### src/rtl/apb_pkg.sv
// Shared types and constants for the APB memory completer.
package apb_pkg;

   typedef enum logic [1:0] {
      IDLE,
      WAIT,
      DONE
   } apb_state_e;

   // Fibonacci taps for x^8+x^6+x^5+x^4+1, bit i standing for x^(i+1)
   localparam logic [7:0] LFSR_TAPS = 8'hB8;

   function automatic int unsigned strb_width(input int unsigned dw);
      return dw / 8;
   endfunction

   localparam int unsigned STRB_WIDTH = strb_width(32);

endpackage

### src/rtl/apb_slave_mem_wait_lfsr.sv
// 8-bit left-shifting Fibonacci LFSR that steps once per asserted advance.
module apb_wait_lfsr
   import apb_pkg::*;
#(
   parameter logic [7:0] SEED = 8'hA5
) (
   input  logic       pclk,
   input  logic       preset,
   input  logic       advance,
   output logic [7:0] lfsr
);

   always_ff @(posedge pclk) begin
      if (preset) begin
         lfsr <= SEED;
      end else if (advance) begin
         lfsr <= {lfsr[6:0], ^(lfsr & LFSR_TAPS)};
      end
   end

endmodule

### src/rtl/apb_slave_mem.sv
// APB4 completer with strobed word memory, fixed or LFSR-driven wait states,
// a read-only low region and a sticky requester protocol-violation flag.
module apb_slave_mem
   import apb_pkg::*;
#(
   parameter int unsigned ADDR_WIDTH  = 12,
   parameter int unsigned DATA_WIDTH  = 32,
   parameter int unsigned PERIPHERALS = 4,
   parameter int unsigned SEL_INDEX   = 0,
   parameter int unsigned DEPTH       = 64,
   parameter int unsigned RO_WORDS    = 4,
   parameter int unsigned WAIT_STATES = 2,
   parameter int unsigned WAIT_MODE   = 0,
   parameter logic [7:0]  LFSR_SEED   = 8'hA5
) (
   input  logic                    pclk,
   input  logic                    preset,
   input  logic [PERIPHERALS-1:0]  pselx,
   input  logic                    penable,
   input  logic                    pwrite,
   input  logic [ADDR_WIDTH-1:0]   paddr,
   input  logic [DATA_WIDTH-1:0]   pwdata,
   input  logic [DATA_WIDTH/8-1:0] pstrb,
   output logic [DATA_WIDTH-1:0]   prdata,
   output logic                    pready,
   output logic                    pslverr,
   output logic                    prot_err
);

   localparam int unsigned STRB  = strb_width(DATA_WIDTH);
   localparam int unsigned ALIGN = $clog2(STRB);
   localparam int unsigned IDX_W = $clog2(DEPTH);
   localparam logic [ADDR_WIDTH-1:0] ALIGN_MASK = ADDR_WIDTH'(STRB - 1);

   apb_state_e              state;
   logic [3:0]              cnt;
   logic [3:0]              wait_val;
   logic [ADDR_WIDTH-1:0]   addr_q;
   logic                    write_q;
   logic [DATA_WIDTH-1:0]   wdata_q;
   logic [STRB-1:0]         strb_q;
   logic [DATA_WIDTH-1:0]   mem [DEPTH];

   logic                    sel;
   logic                    setup;
   logic                    changed;
   logic [ADDR_WIDTH-1:0]   resp_addr;
   logic [ADDR_WIDTH-1:0]   resp_idx;
   logic                    resp_write;
   logic                    resp_err;

   assign sel   = pselx[SEL_INDEX];
   assign setup = (state == IDLE) && sel && !penable;

   if (WAIT_MODE == 1) begin : g_rand_wait
      logic [7:0] lfsr;

      apb_wait_lfsr #(
         .SEED(LFSR_SEED)
      ) u_lfsr (
         .pclk   (pclk),
         .preset (preset),
         .advance(setup),
         .lfsr   (lfsr)
      );

      assign wait_val = 4'(lfsr % 8'(WAIT_STATES + 1));
   end else begin : g_fixed_wait
      assign wait_val = 4'(WAIT_STATES);
   end

   // In IDLE the response is decoded straight from the bus so a zero-wait
   // transfer can answer in its first access cycle.
   always_comb begin
      resp_addr  = (state == IDLE) ? paddr  : addr_q;
      resp_write = (state == IDLE) ? pwrite : write_q;
      resp_idx   = resp_addr >> ALIGN;
      resp_err   = (32'(resp_idx) >= 32'(DEPTH))
                || ((resp_addr & ALIGN_MASK) != '0)
                || (resp_write && (32'(resp_idx) < 32'(RO_WORDS)));
      changed    = (paddr != addr_q) || (pwrite != write_q)
                || (pwdata != wdata_q) || (pstrb != strb_q);
   end

   always_ff @(posedge pclk) begin
      if (preset) begin
         state    <= IDLE;
         cnt      <= '0;
         addr_q   <= '0;
         write_q  <= 1'b0;
         wdata_q  <= '0;
         strb_q   <= '0;
         prdata   <= '0;
         pready   <= 1'b0;
         pslverr  <= 1'b0;
         prot_err <= 1'b0;
         for (int unsigned i = 0; i < DEPTH; i++) begin
            mem[i] <= '0;
         end
      end else begin
         if (((state == IDLE) && sel && penable) ||
             ((state != IDLE) && (!sel || changed))) begin
            prot_err <= 1'b1;
         end

         unique case (state)
            IDLE: begin
               if (setup) begin
                  addr_q  <= paddr;
                  write_q <= pwrite;
                  wdata_q <= pwdata;
                  strb_q  <= pstrb;
                  cnt     <= wait_val;
                  if (wait_val == '0) begin
                     state   <= DONE;
                     pready  <= 1'b1;
                     pslverr <= resp_err;
                     prdata  <= (resp_err || resp_write) ? '0 : mem[resp_idx[IDX_W-1:0]];
                  end else begin
                     state <= WAIT;
                  end
               end
            end
            WAIT: begin
               if (!sel) begin
                  state <= IDLE;
                  cnt   <= '0;
               end else begin
                  cnt <= cnt - 4'd1;
                  if (cnt == 4'd1) begin
                     state   <= DONE;
                     pready  <= 1'b1;
                     pslverr <= resp_err;
                     prdata  <= (resp_err || resp_write) ? '0 : mem[resp_idx[IDX_W-1:0]];
                  end
               end
            end
            DONE: begin
               if (!sel || penable) begin
                  if (sel && write_q && !pslverr) begin
                     for (int unsigned b = 0; b < STRB; b++) begin
                        if (strb_q[b]) begin
                           mem[resp_idx[IDX_W-1:0]][b*8 +: 8] <= wdata_q[b*8 +: 8];
                        end
                     end
                  end
                  state   <= IDLE;
                  cnt     <= '0;
                  pready  <= 1'b0;
                  pslverr <= 1'b0;
                  prdata  <= '0;
               end
            end
            default: state <= IDLE;
         endcase
      end
   end

endmodule

### config.mk
export PLATFORM = sky130hd
export DESIGN_NAME = apb_slave_mem
export DESIGN_NICKNAME = d
export VERILOG_FILES = /design/src/rtl/apb_pkg.sv /design/src/rtl/apb_slave_mem_wait_lfsr.sv /design/src/rtl/apb_slave_mem.sv
export SDC_FILE = /design/constraint.sdc
export NUM_CORES = 2
export LEC_CHECK = 0
export ABC_AREA = 1
export BUFFER_PORTS_ARGS = -buffer_cell sky130_fd_sc_hd__buf_2
export CAP_MARGIN = 20
export CORE_ASPECT_RATIO = 1.2
export CORE_MARGIN = 2
export CORE_UTILIZATION = 40
export DETAILED_ROUTE_END_ITERATION = 7
export SYNTH_ARGS = -nofsm -noshare
export SYNTH_HDL_FRONTEND = slang
export SYNTH_HIERARCHICAL = 1
export SYNTH_SLANG_ARGS = --single-unit
### constraint.sdc
create_clock -name pclk -period 8.2 [get_ports pclk]
set_input_delay 0.41 -clock pclk [delete_from_list [all_inputs] [get_ports pclk]]
set_output_delay 0.41 -clock pclk [all_outputs]
set_load 0.005 [all_outputs]
==> out/results.ini <==
[sta]
fin_tns_setup_ns=0
max_freq_ghz=0.169
finalWorstSetupSlack_ns=2.28
worst_pin_slew_ns=1.25
fin_skew_ns=0.0357
setup_viol=0
rsz0062_at_grt=no
min_period_over_period_pct=72.2
drv_slew=0
hold_viol_final=0
fin_crit_ns=5.92
slew-limit-headroom_pct=16.4

[worst_setup_path]
critPathCaptureType=register
worstRegToRegCells=12
required_ns=8.72
rrSetupSlack_ns=2.28
critPathMaxFanout=29
cp-start-kind=register
crit_type=reg -> reg
cp.arrival_ns=6.44

[pwr]
powerDensity_nw_per_um2=317
leakagePower_nw=44.4
fin_total_pwr_mw=35.3
peakVddDrop_mv=0.313

[cts]
path_clk_slew_ns=0.06
clock_latency_ns=0.88
clk_path_buf_depth=4
postCtsSetupBuffers=0
cts_tree=built
cts_max_level=4
cts_buffers=212
cts_root_buffer=clkbuf_16
clkSinkCount=2138

[global_route]
grt_max_degree=170
use_met3_pct=3.69
grt_pass1_vias=74700
met1_usage_pct=30.8
use_met2_pct=40.1
grt_overflow=0
antenna_found_initial=5
grt_usage_pct=24.5
grt_pass1_wl_um=471000
grt_busiest_layer=met2

[place]
place_inst=14400
io_buffers=87
pre_cts_slack_ns=2.40
hpwl_um=202000
globalplace.congestion=0.889

[cells_and_area]
syn2layout_area_growth_pct=10.2
fillers=24400
final_nets=11300
final_cells=14800
seq_area_um2=63300
utilization_pct=44.3
layout-drive-gt1-share_pct=6.20
multiInputGateArea_um2=32000

[route]
vias_per_cell=5.22
dr.pass1.iters=6
wl_um=324000
drt_iter0_markers=8218
vias=77400
ant_nets=0
post_drt_wl_per_cell_um=21.9
drcViolationCount=0

[min_path]
min_path_cells=4
worstHoldPathType=in -> reg

[floorplanning]
die_h_um=555
dieArea_um2=257000
num_rows=202
core_um2=252000
io_pins=91
chipWidth_um=463
start_util_pct=40.1

[job]
max_cap_viol_count=0

[synthesis]
synthesis.nets=11600
ys_warn_count=6
syn-cell-area_um2=101000
ys_seq_elements=2138
avgSynthCellArea_um2=8.80
synth_top_cell_by_area=edfxtp_1
seq_area_frac_synth_pct=62.6
synth_top_area_share_pct=60.8
synth_cell_type_count=36
yosys-top-cells-area=edfxtp_1, nand2_1, nor2_1, inv_1, nand3_1
synthCells=11500

[run_status]
outcome=completed

[state kept, by name, summed over array words and instances, names as in the netlist]
name / cells
state: 2
addr_q: 12
prot_err: 1
write_q: 1
mem: 2048
prdata: 32
cnt: 4
pslverr: 1
pready: 1
wdata_q: 32
strb_q: 4
[timing repair]
| item | in CTS | in global routing |
|---|---|---|
| resized for setup | 0 | 0 |
| endpoints found under the hold margin | 50 | 0 |
| hold buffers | 50 | 0 |
[Yosys cell counts, drive strengths merged]
cell type,instances
nand4,46
edfxtp,2048
a31o,1
buf,188
o21a,1
xor2,7
nand3b,143
clkinv,1
o21ai,241
nand2,4283
inv,851
xnor2,3
nand3,587
nor2,2314
o22ai,23
ha,6
nor4,1
or2,1
dfxtp,90
clkbuf,519
nor3,11
a211oi,2
a21oi,128
[area by class of cell]
class	count	share of cell area, %
timing repair buffer	254	1.76
sequential	2138	56.8
inverter	852	2.88
multi-input combinational	7798	28.7
antenna	12	0.0269
tap	3366	3.78
clock buffer	264	5.10
clock inverter	121	1.03
[routing by layer]
metal | wire length [um] | part of all wire, % | up-vias
met5 | 21 | 0.0065 | -
met4 | 21400 | 6.6 | 2
met3 | 26000 | 8.0 | 675
met2 | 151000 | 47 | 3351
met1 | 126000 | 39 | 37200
li1 | - | - | 36200
[kinds of logic after synthesis]
| kind of cell | count (synthesis) | synth area share, % |
|---|---|---|
| AOI/OAI and AO/OA | 396 | 2.02 |
| xor gates and xnor gates | 10 | 0.0866 |
| adders and majority gates | 6 | 0.0742 |
| buffers and inverters | 1559 | 6.01 |
| DFF | 2138 | 62.6 |
| and+or+nand+nor | 7386 | 29.2 |
[where the power goes]
| group | internal (mW) | switching, mW | leakage, nW |
|---|---|---|---|
| clock | 5.61 | 4.24 | 3.34 |
| combinational | 2.89 | 10.1 | 19.2 |
| sequential | 12.4 | 0.169 | 21.9 |
[placed cells by master (no fill, tap or decap), types with 11 or more instances in the layout]
cell type	instances
a21oi_1	128
buf_12	11
buf_2	87
buf_4	105
bufinv_16	23
clkbuf_1	39
clkbuf_16	217
clkinv_1	52
clkinv_2	40
dfxtp_1	90
diode_2	12
dlygate4sd3_1	50
edfxtp_1	2048
inv_1	807
inv_2	39
nand2_1	4198
nand2_2	72
nand2_4	12
nand3_1	584
nand3b_1	143
nand4_1	46
nor2_1	2244
nor2_2	44
nor2_4	26
o21ai_0	238
o22ai_1	23
[worst max-delay path, stage by stage, from the launching register on]
cell and delay [ns]:
dfxtp_1 0.34, inv_1 0.11, ha_1 0.85, inv_2 0.35, or2_1 0.32, o21ai_2 0.24
nand2_2 0.17, nor2_2 0.12, buf_4 0.40, inv_2 0.54, nor2_2 1.10, nand2_1 0.51
nand2_1 0.48
[final timing paths]
kind                   start         end
hold / removal      pselx[0]   addr_q[9]
hold reg to reg   prdata[21]  prdata[21]
setup reg to reg    state[0]  mem[0][30]
setup / recovery    state[0]  mem[0][30]
[per-stage QoR]
| stage | hold slack (ns) | cell area, um2 |
|---|---|---|
| 3_3_place_gp | 0.455 | 104000 |
| 4_1_cts | 0.0845 | 111000 |
| 6_report | 0.126 | 112000 |
| 5_1_grt | 0.135 | 112000 |
| 3_5_place_dp | 0.455 | 104000 |
| 2_1_floorplan | 0.457 | 101000 |
No activity file was read; power rests on OpenSTA's default activity.
